## config.mk

```make
export PLATFORM = sky130hd
export DESIGN_NAME = alu_issue_arbiter
export DESIGN_NICKNAME = d
export VERILOG_FILES = /design/src/rtl/alu_issue_arbiter.sv
export SDC_FILE = /design/constraint.sdc
export NUM_CORES = 1
export LEC_CHECK = 0
export CAP_MARGIN = 15
export CORE_AREA = 2 2 464 466
export DETAILED_ROUTE_END_ITERATION = 7
export DIE_AREA = 0 0 466 468
export HOLD_SLACK_MARGIN = 0.12
export PLACE_DENSITY_LB_ADDON = 0.05
export SYNTH_ARGS = -nofsm -noshare
export SYNTH_HDL_FRONTEND = slang
export SYNTH_SLANG_ARGS = --single-unit
export TNS_END_PERCENT = 1
```

## constraint.sdc

```tcl
create_clock -name clk -period 8.37 [get_ports clk]
set_clock_uncertainty 0.1 [all_clocks]
set_input_delay 2.0925 -clock clk [delete_from_list [all_inputs] [get_ports clk]]
set_output_delay 2.0925 -clock clk [all_outputs]
set_load 0.01 [all_outputs]
```

## src/rtl/alu_issue_arbiter.sv

```systemverilog
// alu_issue_arbiter: round-robin issue of NREQ requesters onto one shared 64-bit ALU,
// one op in flight, tagged result broadcast with backpressure. ALU_ARB_WDOG_EN adds an EXEC watchdog.
module alu_issue_arbiter #(
  parameter int unsigned NREQ        = 4,
  parameter int unsigned TAG_W       = 4,
  parameter int unsigned WDOG_CYCLES = 64
) (
  input  logic                    clk,
  input  logic                    reset,
  input  logic [NREQ-1:0]         req,
  input  logic [5*NREQ-1:0]       req_opcode,
  input  logic [64*NREQ-1:0]      req_rd_val,
  input  logic [64*NREQ-1:0]      req_rs_val,
  input  logic [64*NREQ-1:0]      req_rt_val,
  input  logic [12*NREQ-1:0]      req_imm,
  input  logic [TAG_W*NREQ-1:0]   req_tag,
  output logic [NREQ-1:0]         gnt,
  output logic                    alu_start,
  output logic [4:0]              alu_opcode,
  output logic [63:0]             alu_rd_val,
  output logic [63:0]             alu_rs_val,
  output logic [63:0]             alu_rt_val,
  output logic [11:0]             alu_imm,
  input  logic [63:0]             alu_result,
  input  logic                    alu_done,
  output logic                    cdb_valid,
  output logic [TAG_W-1:0]        cdb_tag,
  output logic [63:0]             cdb_result,
  output logic                    cdb_illegal,
  input  logic                    cdb_stall,
`ifdef ALU_ARB_WDOG_EN
  output logic                    wdog_err,
`endif
  output logic                    busy
);

  localparam int unsigned RR_W = (NREQ > 1) ? $clog2(NREQ) : 1;

  if (NREQ < 2 || NREQ > 8 || WDOG_CYCLES == 0) begin : g_param_check
    $error("alu_issue_arbiter: NREQ must be 2..8 and WDOG_CYCLES nonzero");
  end

  typedef enum logic [1:0] {
    S_IDLE,
    S_EXEC,
    S_WB
  } state_e;

  state_e             state_q, state_d;
  logic [RR_W-1:0]    rr_q, rr_d;
  logic [NREQ-1:0]    gnt_q, gnt_d;
  logic               start_q, start_d;
  logic [4:0]         opc_q, opc_d;
  logic [63:0]        rd_q, rd_d;
  logic [63:0]        rs_q, rs_d;
  logic [63:0]        rt_q, rt_d;
  logic [11:0]        imm_q, imm_d;
  logic [TAG_W-1:0]   tag_q, tag_d;
  logic [63:0]        res_q, res_d;
  logic               ill_q, ill_d;

  int unsigned        win;
  int unsigned        idx;
  logic               found;

`ifdef ALU_ARB_WDOG_EN
  localparam int unsigned CNT_W = $clog2(WDOG_CYCLES + 1);
  logic [CNT_W-1:0]   wcnt_q, wcnt_d;
  logic               werr_q, werr_d;
`endif

  function automatic logic op_is_legal(input logic [4:0] op);
    return (op <= 5'd13) || ((op >= 5'd25) && (op <= 5'd28));
  endfunction

  always_comb begin
    state_d = state_q;
    rr_d    = rr_q;
    gnt_d   = '0;
    start_d = 1'b0;
    opc_d   = opc_q;
    rd_d    = rd_q;
    rs_d    = rs_q;
    rt_d    = rt_q;
    imm_d   = imm_q;
    tag_d   = tag_q;
    res_d   = res_q;
    ill_d   = ill_q;
    win     = 0;
    idx     = 0;
    found   = 1'b0;
`ifdef ALU_ARB_WDOG_EN
    wcnt_d  = wcnt_q;
    werr_d  = werr_q;
`endif

    // Search starts at the rr pointer and wraps, so the first hit is the round-robin winner.
    for (int unsigned i = 0; i < NREQ; i++) begin
      idx = int'(rr_q) + i;
      if (idx >= NREQ) begin
        idx = idx - NREQ;
      end
      if (!found && req[idx]) begin
        found = 1'b1;
        win   = idx;
      end
    end

    unique case (state_q)
      S_IDLE: begin
        if (found) begin
          gnt_d[win] = 1'b1;
          rr_d       = (win == NREQ - 1) ? '0 : RR_W'(win + 1);
          opc_d      = req_opcode[5*win +: 5];
          rd_d       = req_rd_val[64*win +: 64];
          rs_d       = req_rs_val[64*win +: 64];
          rt_d       = req_rt_val[64*win +: 64];
          imm_d      = req_imm[12*win +: 12];
          tag_d      = req_tag[TAG_W*win +: TAG_W];
          if (op_is_legal(req_opcode[5*win +: 5])) begin
            start_d = 1'b1;
            state_d = S_EXEC;
`ifdef ALU_ARB_WDOG_EN
            wcnt_d  = '0;
`endif
          end else begin
            res_d   = '0;
            ill_d   = 1'b1;
            state_d = S_WB;
          end
        end
      end
      S_EXEC: begin
        if (alu_done) begin
          res_d   = alu_result;
          ill_d   = 1'b0;
          state_d = S_WB;
        end
`ifdef ALU_ARB_WDOG_EN
        else if (wcnt_q == CNT_W'(WDOG_CYCLES - 1)) begin
          res_d   = '0;
          ill_d   = 1'b1;
          werr_d  = 1'b1;
          state_d = S_WB;
        end else begin
          wcnt_d  = wcnt_q + CNT_W'(1);
        end
`endif
      end
      S_WB: begin
        if (!cdb_stall) begin
          state_d = S_IDLE;
        end
      end
      default: state_d = S_IDLE;
    endcase
  end

  always_ff @(posedge clk or negedge reset) begin
    if (!reset) begin
      state_q <= S_IDLE;
      rr_q    <= '0;
      gnt_q   <= '0;
      start_q <= 1'b0;
      opc_q   <= '0;
      rd_q    <= '0;
      rs_q    <= '0;
      rt_q    <= '0;
      imm_q   <= '0;
      tag_q   <= '0;
      res_q   <= '0;
      ill_q   <= 1'b0;
`ifdef ALU_ARB_WDOG_EN
      wcnt_q  <= '0;
      werr_q  <= 1'b0;
`endif
    end else begin
      state_q <= state_d;
      rr_q    <= rr_d;
      gnt_q   <= gnt_d;
      start_q <= start_d;
      opc_q   <= opc_d;
      rd_q    <= rd_d;
      rs_q    <= rs_d;
      rt_q    <= rt_d;
      imm_q   <= imm_d;
      tag_q   <= tag_d;
      res_q   <= res_d;
      ill_q   <= ill_d;
`ifdef ALU_ARB_WDOG_EN
      wcnt_q  <= wcnt_d;
      werr_q  <= werr_d;
`endif
    end
  end

  assign gnt         = gnt_q;
  assign alu_start   = start_q;
  assign alu_opcode  = opc_q;
  assign alu_rd_val  = rd_q;
  assign alu_rs_val  = rs_q;
  assign alu_rt_val  = rt_q;
  assign alu_imm     = imm_q;
  assign cdb_valid   = (state_q == S_WB);
  assign cdb_tag     = tag_q;
  assign cdb_result  = res_q;
  assign cdb_illegal = ill_q;
  assign busy        = (state_q != S_IDLE);
`ifdef ALU_ARB_WDOG_EN
  assign wdog_err    = werr_q;
`endif

endmodule

```

==> summary.md, run 1 <==
| Metric | Value |
|---|---|
| Hold Crit Class | flip-flop to flip-flop |
| Antenna Violating Nets Remaining | 0 |
| Seq/Total Area, Yosys | 35.8% |
| Remaining Overflow, GRT | 0 |
| Fin nets | 4689 |
| PostCTS Resize Cnt | 0 |
| Final slew viol count | 0 |
| Initial antenna violation count | 121 |
| Clk slew on worst S/H paths | 60 ps |
| Largest area contributor in the netlist | dfrtp_1 |
| Adder-Cell Fraction of Synth Area | 1.14% |
| Critical hold path startpoint | alu_opcode[2] |
| Vias/cell | 3.77 |
| # DRC | 0 |
| Die Y | 468 um |
| Post-synth net total | 3622 |
| Crit share post-route | 88.1% |
| Post-CTS setup buffer count | 0 |
| Maximum vdd drop | 0.364 mV |
| Depth of the worst register-to-register path | 22 |
| Post-synth top flop | dfrtp_1 |
| Clock Latency Late Sink | 640 ps |
| CTS tree | built |
| Reg2reg end | cdb_result[1] |
| Post-Synthesis Cells | 2681 |
| Yosys warns | 0 |
| Register bit total from synthesis | 287 |
| Core area | 213000 sq um |
| DPL Wire Length | 141 mm |
| Placed Area | 35300 sq um |
| Vias | 25100 |
| Synth unique cells | 79 |
| Top post-synthesis cells by area | dfrtp_1 36%, nand2_1 18%, nand3_1 10%, a32o_1 9.9%, clkbuf_1 4.0% |
| Final hold violations | 0 |
| PwrDens | 487 nW/um^2 |
| Clock sink count | 287 |
| H-tree depth | 2 |
| Worst r2r src | rr_q[0] |
| Crit path capture type | flip-flop |
| Relative slew slack | 26.5% |
| Die X | 466 um |
| Fmax | 0.136 GHz |
| Setup Viol. Count Final | 0 |
| Share of layout cells above drive strength 1 | 6.52% |
| Row Count | 170 |
| Ys async rst share | 100% |
| Worst setup path category | input pin to flip-flop |
| Final design utilization | 17.4% |
| Leakage | 14.3 nW |
| Synth Cell Area | 20000 sq um |
| Routability cong. | 0.783 |
| Clock Tree Root | clkbuf_16 |
| Max FO, Critical Path | 23 |
| Hold Crit Endpoint | alu_opcode[2] |
| Starting density of the core | 9.40% |
| DRT iter0 DRCs | 1291 |
| Worst Hold Slack | 374 ps |
| Synth top area share | 35.8% |
| Worst Tran Pin Value | 1100 ps |
| Startpoint types | input pin |
| Min cycle time layout | 7370 ps |
| Vias in the first global route | 26400 |
| Area grow syn2layout | 85.5% |
| # port buffers | 1208 |
| Setup TNS | 0 ps |
| Post-Synth XOR/XNOR Area | 0.175% |
| Post-synthesis compound-gate area fraction | 19.8% |
| Total CTS buffers | 51 |
| Mux cell area share after synthesis | 3.66% |
| Tot GR Track Use | 16.0% |
| Max Cap Viol | 0 |
| IO Pins | 1209 |
| Total wire length | 182 mm |
| First-pass GRT wire length | 241 mm |
| Status | finished, final reports clean |
| Post-synthesis average cell area | 7.48 sq um |
| First-pass detailed-route iteration total | 6 |
| Layout Cell Area excl Fill | 37200 sq um |
| Simple-gate area share of the yosys netlist | 32.8% |
| CTS max path bufs | 3 |
| Largest net degree at the start of global routing | 126 |
| Die area | 218000 sq um |
| Flop2flop setup slack | 1730 ps |
| CTS Hold Buffers Added | 0 |
| CP Data Arrival Time | 7790 ps |
| Wire per inst | 27.4 um |
| Number of flops mapped to enable cells by yosys | 0 |
| RSZ-0062 raised after global routing | no |
| Hold-critical path depth | 2 |
| Main combinational cell family by area after synthesis | simple AND/OR/NAND/NOR gates |
| Worst path required time | 8790 ps |
[layout by cell type, fill, tap and decap left out, types with 4 or more instances in the layout]
cell type	count
or3_1	5
clkdlybuf4s50_1	1206
a311oi_1	8
buf_4	41
o221ai_1	5
bufinv_16	7
inv_1	81
a211oi_1	7
o22ai_1	4
nand2b_1	4
nor2_1	33
o21ai_2	61
a22oi_1	5
ha_1	14
nand2_1	934
nor3_1	16
mux2i_1	31
nand3b_1	65
a31oi_1	11
clkbuf_16	52
dfrtp_1	286
o211ai_1	5
buf_12	13
a2111oi_0	4
o21ai_0	97
clkbuf_8	14
a32o_1	199
a21oi_1	29
clkinv_2	10
o21a_1	6
diode_2	23
clkbuf_1	7
nand4_1	6
and3_1	12
mux4_2	16
nand3_1	409
[area by class of cell]
class,instances,area (sq um)
Antenna cell,23,57.6
Clock buffer,73,1520
Clock inverter,21,300
Fill cell,24100,176000
Inverter,85,334
Multi-Input combinational cell,2062,11600
Sequential cell,287,7190
Tap cell,2838,3550
Timing Repair Buffer,1261,12700
[synth_stat cells (all sizes together) (12+ instances only)]
master and n:
nand2 937, nand3 409, dfrtp 287, clkbuf 213
a32o 199, o21ai 160, inv 82, nand3b 65
buf 34, nor2 34, mux2i 32, a21oi 29
mux4 16, nor3 16, ha 15, a31oi 12
and3 12
[how the worst max path moves through the flow]
stage,start,to,cells past startpoint
after CTS,req[2],cdb_result[2],21
after detailed placement,req[2],cdb_result[2],21
final,req[2],cdb_result[1],21
after global placement,req[2],cdb_result[2],21
after floorplan,req[1],cdb_result[10],24
after global routing,req[2],cdb_result[2],21
[logic make-up (layout without fill, tap and decap cells)]
family | count (synthesis) | in the layout
and+or+nand+nor | 1506 | 1506
AOI/OAI and AO/OA | 483 | 483
buffers and inverters | 332 | 1440
DFF | 287 | 287
muxes | 52 | 52
adders and majority gates | 17 | 17
xor gates and xnor gates | 4 | 4
other | 0 | 23
[per-stage QoR]
step | setup WS (ps) | cells | total power [mW]
final | 996 | 6650 | 18.1
after global routing | 630 | 6636 | 19.7
after CTS | 1040 | 6627 | 18.9
after detailed placement | 329 | 6533 | 16.3
after global placement | 315 | 6533 | 16.4
after floorplan | 380 | 2681 | 10.0
[flip-flops by register name (all words and copies together), names as in the netlist]
| name | cells |
|---|---|
| gnt | 4 |
| cdb_result | 64 |
| alu_imm | 12 |
| alu_start | 1 |
| cdb_illegal | 1 |
| alu_opcode | 5 |
| cdb_tag | 4 |
| alu_rt_val | 64 |
| alu_rd_val | 64 |
| rr_q | 2 |
| alu_rs_val | 64 |
| state_q | 2 |
[critical path: stages]
cell and delay [ps]:
clkdlybuf4s50_1 620, mux4_2 710, nor2_1 140, nand4_1 100
o21ai_0 510, inv_1 100, ha_1 320, inv_1 80
fa_1 430, xor2_1 210, nor3_1 310, nand2_1 160
or3_1 350, o311a_1 150, a31oi_2 240, nand2_1 80
mux2_4 290, a311oi_4 330, buf_12 220, buf_12 220
o21ai_0 100
[layer usage]
| layer | vias up | share of wire (%) | GRT usage, % |
|---|---|---|---|
| li1 | 11600 | - | - |
| met5 | - | 0.25 | 0 |
| met1 | 12200 | 37 | 17.2 |
| met2 | 959 | 52 | 29.6 |
| met3 | 300 | 8.6 | 6.15 |
| met4 | 68 | 2.1 | 3.10 |
[power breakdown]
group | switching (mW) | leakage, nW | internal (mW)
sequential | 0.464 | 3.59 | 2.09
clock | 0.942 | 0.900 | 1.47
combinational | 8.30 | 9.85 | 4.85
total | 9.70 | 14.3 | 8.41
No activity file was read; power rests on OpenSTA's default activity.
==> run 2: changes to the inputs <==
Settings changed: CTS_CLUSTER_DIAMETER set to 80.
==> run 2 against run 1 <==
Compared with the run above: sequential share of layout area fell by 0.14 points; power rose by 1.5%; highest routed layer unchanged; clock-buffer cell count rose by 4; critical path type unchanged; first-iteration DRC count rose by 1.6%; critical endpoint is now cdb_result[2]; clock power rose by 11%; wire length barely moved; setup slack improved by 34 ps; non-clock buffer count did not move; cell count rose by 0.15%; fmax rose by 0.47%; via count rose by 0.18%; cell area rose by 0.72%.
==> summary.md, run 2 (synthesis gave the netlist of run 1 again) <==
| Metric | Value |
|---|---|
| Status | finished, final reports clean |
| Tot GR Track Use | 16.0% (about the same) |
| Antenna Violating Nets Remaining | 0 (unchanged) |
| Initial antenna violation count | 122 (+0.83%) |
| Largest net degree at the start of global routing | 126 (unchanged) |
| H-tree depth | 2 (unchanged) |
| Relative slew slack | 28.7% (+2.2 points) |
| Setup TNS | 0 ps (unchanged) |
| Crit path capture type | flip-flop |
| Final slew viol count | 0 (unchanged) |
| Worst path required time | 8820 ps (+30 ps) |
| Commonest non-fill, non-tap cell in the layout | clkdlybuf4s50_1 |
| # DRC | 0 (unchanged) |
| Vias/cell | 3.77 (about the same) |
| Clock Tree Root | clkbuf_16 |
| DRT iter0 DRCs | 1312 (+1.6%) |
| # port buffers | 1208 (unchanged) |
| Row Count | 170 (unchanged) |
| PwrDens | 491 nW/um^2 (+0.74%) |
| First-pass GRT wire length | 241 mm (about the same) |
| Startpoint types | input pin |
| Core area | 213000 sq um (unchanged) |
| Fin nets | 4697 (+0.17%) |
| CP Data Arrival Time | 7790 ps (about the same) |
| Die Y | 468 um (unchanged) |
| CTS tree | built |
| Wire per inst | 27.3 um (-0.20%) |
| Share of layout cells above drive strength 1 | 6.79% (+0.27 points) |
| CTS Hold Buffers Added | 0 (unchanged) |
| Hold Crit Class | flip-flop to flip-flop |
| Clk slew on worst S/H paths | 50 ps (about the same) |
| Worst setup path category | input pin to flip-flop |
| RSZ-0062 raised after global routing | no |
| Worst Tran Pin Value | 1070 ps (-33.0 ps) |
| DPL Wire Length | 141 mm (unchanged) |
| Min cycle time layout | 7340 ps (-34.4 ps) |
| Max Cap Viol | 0 (unchanged) |
| Total wire length | 182 mm (about the same) |
| Fill cells | 24100 (-0.095%) |
| Fmax | 0.136 GHz (+0.47%) |
| Vias in the first global route | 26500 (+0.41%) |
| CTS max path bufs | 3 (unchanged) |
| Area grow syn2layout | 86.8% |
| Routability cong. | 0.783 (unchanged) |
| Commonest non-fill, non-tap cells in the layout | 1206 x clkdlybuf4s50_1, 934 x nand2_1, 409 x nand3_1 |
| Final hold violations | 0 (unchanged) |
| First-pass detailed-route iteration total | 5 (-1) |
| Vias | 25100 (+0.18%) |
| Die X | 466 um (unchanged) |
| Post-CTS setup buffer count | 0 (unchanged) |
| Starting density of the core | 9.40% (unchanged) |
| Setup Viol. Count Final | 0 (unchanged) |
| Crit share post-route | 87.7% (-0.41 points) |
| Maximum vdd drop | 0.362 mV (-0.42%) |
| Power, Total | 18.4 mW (+1.5%) |
| Total CTS buffers | 59 (+16%) |
| Leakage | 14.5 nW (+0.80%) |
| IO Pins | 1209 (unchanged) |
| Max FO, Critical Path | 23 (unchanged) |
| Die area | 218000 sq um (unchanged) |
| Clock Latency Late Sink | 670 ps (+30 ps) |
| Clock sink count | 287 (unchanged) |
| PostCTS Resize Cnt | 0 (unchanged) |
| Remaining Overflow, GRT | 0 (unchanged) |
## run 2: worst paths after layout
path                       startpoint  cells past startpoint  slack [ps]        endpoint
min in group asynchronous       reset                      1        1230  cdb_result[12]
hold / removal             alu_imm[0]                      2         380      alu_imm[0]
setup / recovery               req[2]                     21        1030   cdb_result[2]
max in group asynchronous       reset                      2        5590  alu_rd_val[23]
setup reg to reg              rr_q[0]                     24        1740   cdb_result[2]
hold reg to reg            alu_imm[0]                      2         380      alu_imm[0]
## run 2: metal layers
metal	track usage (%)	vias up	share of wire, %
li1	-	11600	-
met1	17.1	12100	37
met2	29.6	986	52
met3	6.21	302	8.7
met4	3.01	70	2.0
met5	0	-	0.26
## run 2: layout make-up
| cell class | count | area [sq um] | share of cell area (%) |
|---|---|---|---|
| Clock inverter | 30 | 460 | 1.23 |
| Tap cell | 2838 | 3550 | 9.48 |
| Sequential cell | 287 | 7190 | 19.2 |
| Inverter | 85 | 334 | 0.892 |
| Timing Repair Buffer | 1261 | 12700 | 33.8 |
| Clock buffer | 77 | 1630 | 4.36 |
| Multi-Input combinational cell | 2062 | 11600 | 30.9 |
| Antenna cell | 20 | 50.0 | 0.134 |
## run 2: power breakdown
part	internal, mW	switching (mW)
clock	1.67	0.997
combinational	4.85	8.30
sequential	2.09	0.463
## run 2: stage by stage
step                cell area [sq um]  worst slack [ps]  hold slack [ps]  instances  utilization, %
floorplan                       20000               380              414       2681               -
global placement                35300               315              366       6533            16.6
detailed placement              35300               329              370       6533            16.6
CTS                             37400              1070              384       6640            17.5
global route                    37400               650              401       6647            17.5
finish                          37500              1030              375       6660            17.6
## run 2: critical path, cell delays in order
cell and delay [ps]:
clkdlybuf4s50_1 610, mux4_2 710, nor2_1 140, nand4_1 100, o21ai_0 510, inv_1 100
ha_1 320, inv_1 80, fa_1 430, xor2_1 210, nor3_1 310, nand2_1 160
or3_1 350, o311a_1 150, a31oi_2 230, nand2_1 80, mux2_4 290, a311oi_4 330
buf_12 220, buf_12 220, o21ai_0 100
==> run 3: changes to the inputs <==
--- a/config.mk
+++ b/config.mk
@@ -11,4 +11,5 @@
 export DETAILED_ROUTE_END_ITERATION = 7
 export DIE_AREA = 0 0 466 468
+export GPL_TIMING_DRIVEN = 0
 export HOLD_SLACK_MARGIN = 0.12
 export PLACE_DENSITY_LB_ADDON = 0.05
==> constraint.sdc (replaced) <==
create_clock -name clk -period 8.37 [get_ports clk]
set_clock_uncertainty 0.1 [all_clocks]
set_input_delay 1.2555 -clock clk [delete_from_list [all_inputs] [get_ports clk]]
set_output_delay 1.2555 -clock clk [all_outputs]
set_load 0.01 [all_outputs]
==> run 3 against run 2 <==
Compared with the run above: first-iteration DRC count increased by 9.5%; sequential share of layout area shrank 0.28 points; cell area rose by 1.4%; flip-flop and latch count did not move; critical endpoint is now cdb_result[6]; non-clock buffer count is 205 higher; highest routed layer unchanged; clock-buffer cell count unchanged; power is 6.3% higher; register-to-register slack lost 1300 ps; via count rose by 4.5%; sequential power down 3%.
==> summary.md, run 3 (synthesis gave the netlist of run 1 again) <==
| Metric | Value |
|---|---|
| # DRC | 0 (unchanged) |
| Clock sink count | 287 (unchanged) |
| Wire per inst | 29.1 um (+6.5%) |
| Min cycle time layout | 7890 ps (+552 ps) |
| CTS Hold Buffers Added | 0 (unchanged) |
| Worst setup endpoint | cdb_result[6] |
| H-tree depth | 2 (unchanged) |
| Relative slew slack | 23.2% (-5.6 points) |
| Placed Area | 35900 sq um (+1.7%) |
| Sequential cell area | 7180 sq um (about the same) |
| Final design utilization | 17.8% (+0.25 points) |
| Worst r2r src | rr_q[0] |
| Setup Viol. Count Final | 0 (unchanged) |
| RSZ-0062 raised after global routing | no |
| CTS max path bufs | 3 (unchanged) |
| Clock Tree Root | clkbuf_16 |
| Starting density of the core | 9.40% (unchanged) |
| Total CTS buffers | 59 (unchanged) |
| Vias | 26200 (+4.5%) |
| Row Count | 170 (unchanged) |
| IO Pins | 1209 (unchanged) |
| First-pass detailed-route iteration total | 5 (unchanged) |
| Worst Tran Pin Value | 1140 ps (+75.1 ps) |
| P_int | 8.68 mW (+0.79%) |
| Reg2reg end | cdb_result[6] |
| Tot GR Track Use | 17.6% (+1.6 points) |
| Setup TNS | 0 ps (unchanged) |
| Total wire length | 200 mm (+9.8%) |
| Switching Fraction | 55.6% (+2.4 points) |
| Critical Path Start | rr_q[0] |
| Commonest non-fill, non-tap cells in the layout | 1205 x clkdlybuf4s50_1, 935 x nand2_1, 409 x nand3_1 |
| Largest net degree at the start of global routing | 84 (-33%) |
| Vias/cell | 3.82 (+1.3%) |
| Max FO, Critical Path | 13 (-43%) |
| Worst path required time | 8820 ps (about the same) |
| Clock power share | 12.7% (-1.8 points) |
| Part of the power in combinational logic | 74.6% (+3.0 points) |
| CP peak stage delay | 460 ps (-250 ps) |
| NetSw | 10.9 mW (+11%) |
| Flop2flop setup slack | 480 ps (-1260 ps) |
| Depth of the worst register-to-register path | 31 (+29%) |
| Clk slew on worst S/H paths | 50 ps (about the same) |
| Area grow syn2layout | 89.5% |
| DRT iter0 DRCs | 1437 (+9.5%) |
| Core area | 213000 sq um (unchanged) |
| Crit share post-route | 94.3% (+6.6 points) |
| Initial antenna violation count | 127 (+4.1%) |
| Routability cong. | 0.820 (+4.7%) |
| Max Cap Viol | 0 (unchanged) |
| Antenna Violating Nets Remaining | 0 (unchanged) |
| Layout Cell Area excl Fill | 38000 sq um (+1.4%) |
| Crit path max-delay cell type | mux4_2 |
| Cell family with most CP delay | buffers and inverters |
| Critical path depth | 31 (+48%) |
| CTS tree | built |
| Sequential Power Share | 12.7% (-1.2 points) |
| Leakage | 14.6 nW (+1.0%) |
| Startpoint types | flip-flop |
| Hold Crit Class | flip-flop to flip-flop |
| Crit path capture type | flip-flop |
| Die area | 218000 sq um (unchanged) |
| Final slew viol count | 0 (unchanged) |
| Worst path bufs/invs | 14 (+9) |
| Power, Total | 19.5 mW (+6.3%) |
| Die X | 466 um (unchanged) |
| Final hold violations | 0 (unchanged) |
| Fin nets | 4902 (+4.4%) |
| Worst setup path category | flip-flop to flip-flop |
| Clock Latency Late Sink | 670 ps (about the same) |
| Die Y | 468 um (unchanged) |
| Fmax | 0.127 GHz (-7.0%) |
| Vias in the first global route | 28000 (+5.5%) |
| DPL Wire Length | 168 mm (+19%) |
| # port buffers | 1206 (-0.17%) |
| CP Data Arrival Time | 8340 ps (+550 ps) |
| PwrDens | 514 nW/um^2 (+4.8%) |
| Share of layout cells above drive strength 1 | 6.07% (-0.72 points) |
| First-pass GRT wire length | 262 mm (+8.9%) |
| Commonest non-fill, non-tap cell in the layout | clkdlybuf4s50_1 |
| Area occupied by multi-input gates | 11600 sq um (-0.18%) |
| Maximum vdd drop | 0.209 mV (-42%) |
| Status | finished, final reports clean |
| Remaining Overflow, GRT | 0 (unchanged) |
| Fill cells | 24300 (+0.64%) |
[run 3: changes by cell type in the layout (fill, tap and decap cells not counted), sizes merged]
cell and delta:
clkdlybuf4s50 -1, clkbuf +210, bufinv -5, clkinv +6, inv -1, buf -4
clkinvlp -3, diode +3
[run 3: repair_timing]
action,in CTS,in global routing
resized for setup,14,1
pin swaps,1,1
setup endpoints to repair,84,65
cloned,0,0
buffers inserted,2,1
[run 3: worst register-to-register path, delay by kind of cell (launching register included)]
kind                       cells  cell delay [ps]
DFF                            1              420
buffers and inverters         14             3150
AOI/OAI and AO/OA              6             1230
and+or+nand+nor                6             1230
adders and majority gates      4             1210
muxes                          1              460
[run 3: worst min-delay path by stage]
| stage | depth (start not counted) | endpoint | from |
|---|---|---|---|
| finish | 2 | alu_imm[0] | alu_imm[0] |
| detailed placement | 2 | alu_imm[0] | alu_imm[0] |
| CTS | 1 | cdb_result[9] | reset |
| global placement | 2 | alu_imm[0] | alu_imm[0] |
| floorplan | 2 | alu_opcode[1] | alu_opcode[1] |
| global route | 1 | alu_rd_val[27] | alu_rd_val[27] |
[run 3: metrics by stage]
stage | hold WS, ps | setup WS [ps] | instances
finish | 379 | 478 | 6865
global route | 402 | 33.0 | 6847
CTS | 375 | 81.4 | 6843
detailed placement | 374 | -2030 | 6738
global placement | 371 | -12180 | 6725
floorplan | 414 | 1050 | 2681
[run 3: layer usage]
layer	GRT usage [%]	vias to the layer above	part of all wire, %
met2	32.8	999	52
met4	3.98	72	2.7
met3	6.24	322	8.3
li1	-	12100	-
met5	0	-	0.23
met1	18.8	12800	37
[run 3: layout make-up]
| type | count | area share (%) |
|---|---|---|
| Multi-Input combinational cell | 2062 | 30.4 |
| Clock buffer | 77 | 4.35 |
| Antenna cell | 23 | 0.152 |
| Clock inverter | 27 | 0.758 |
| Tap cell | 2838 | 9.35 |
| Timing Repair Buffer | 1222 | 32.5 |
| Inverter | 85 | 0.843 |
| Sequential cell | 287 | 18.9 |
| Buffer | 244 | 2.70 |
[run 3: power by group through the flow]
| stage | sequential [mW] | clock (mW) | combinational (mW) |
|---|---|---|---|
| 2_1_floorplan | 2.71 | 0 | 7.34 |
| 6_report | 2.48 | 2.48 | 14.6 |
| 3_5_place_dp | 2.50 | 0 | 15.1 |
| 3_3_place_gp | 2.51 | 0 | 15.1 |
| 5_1_grt | 2.57 | 2.65 | 16.0 |
| 4_1_cts | 2.50 | 2.61 | 15.2 |
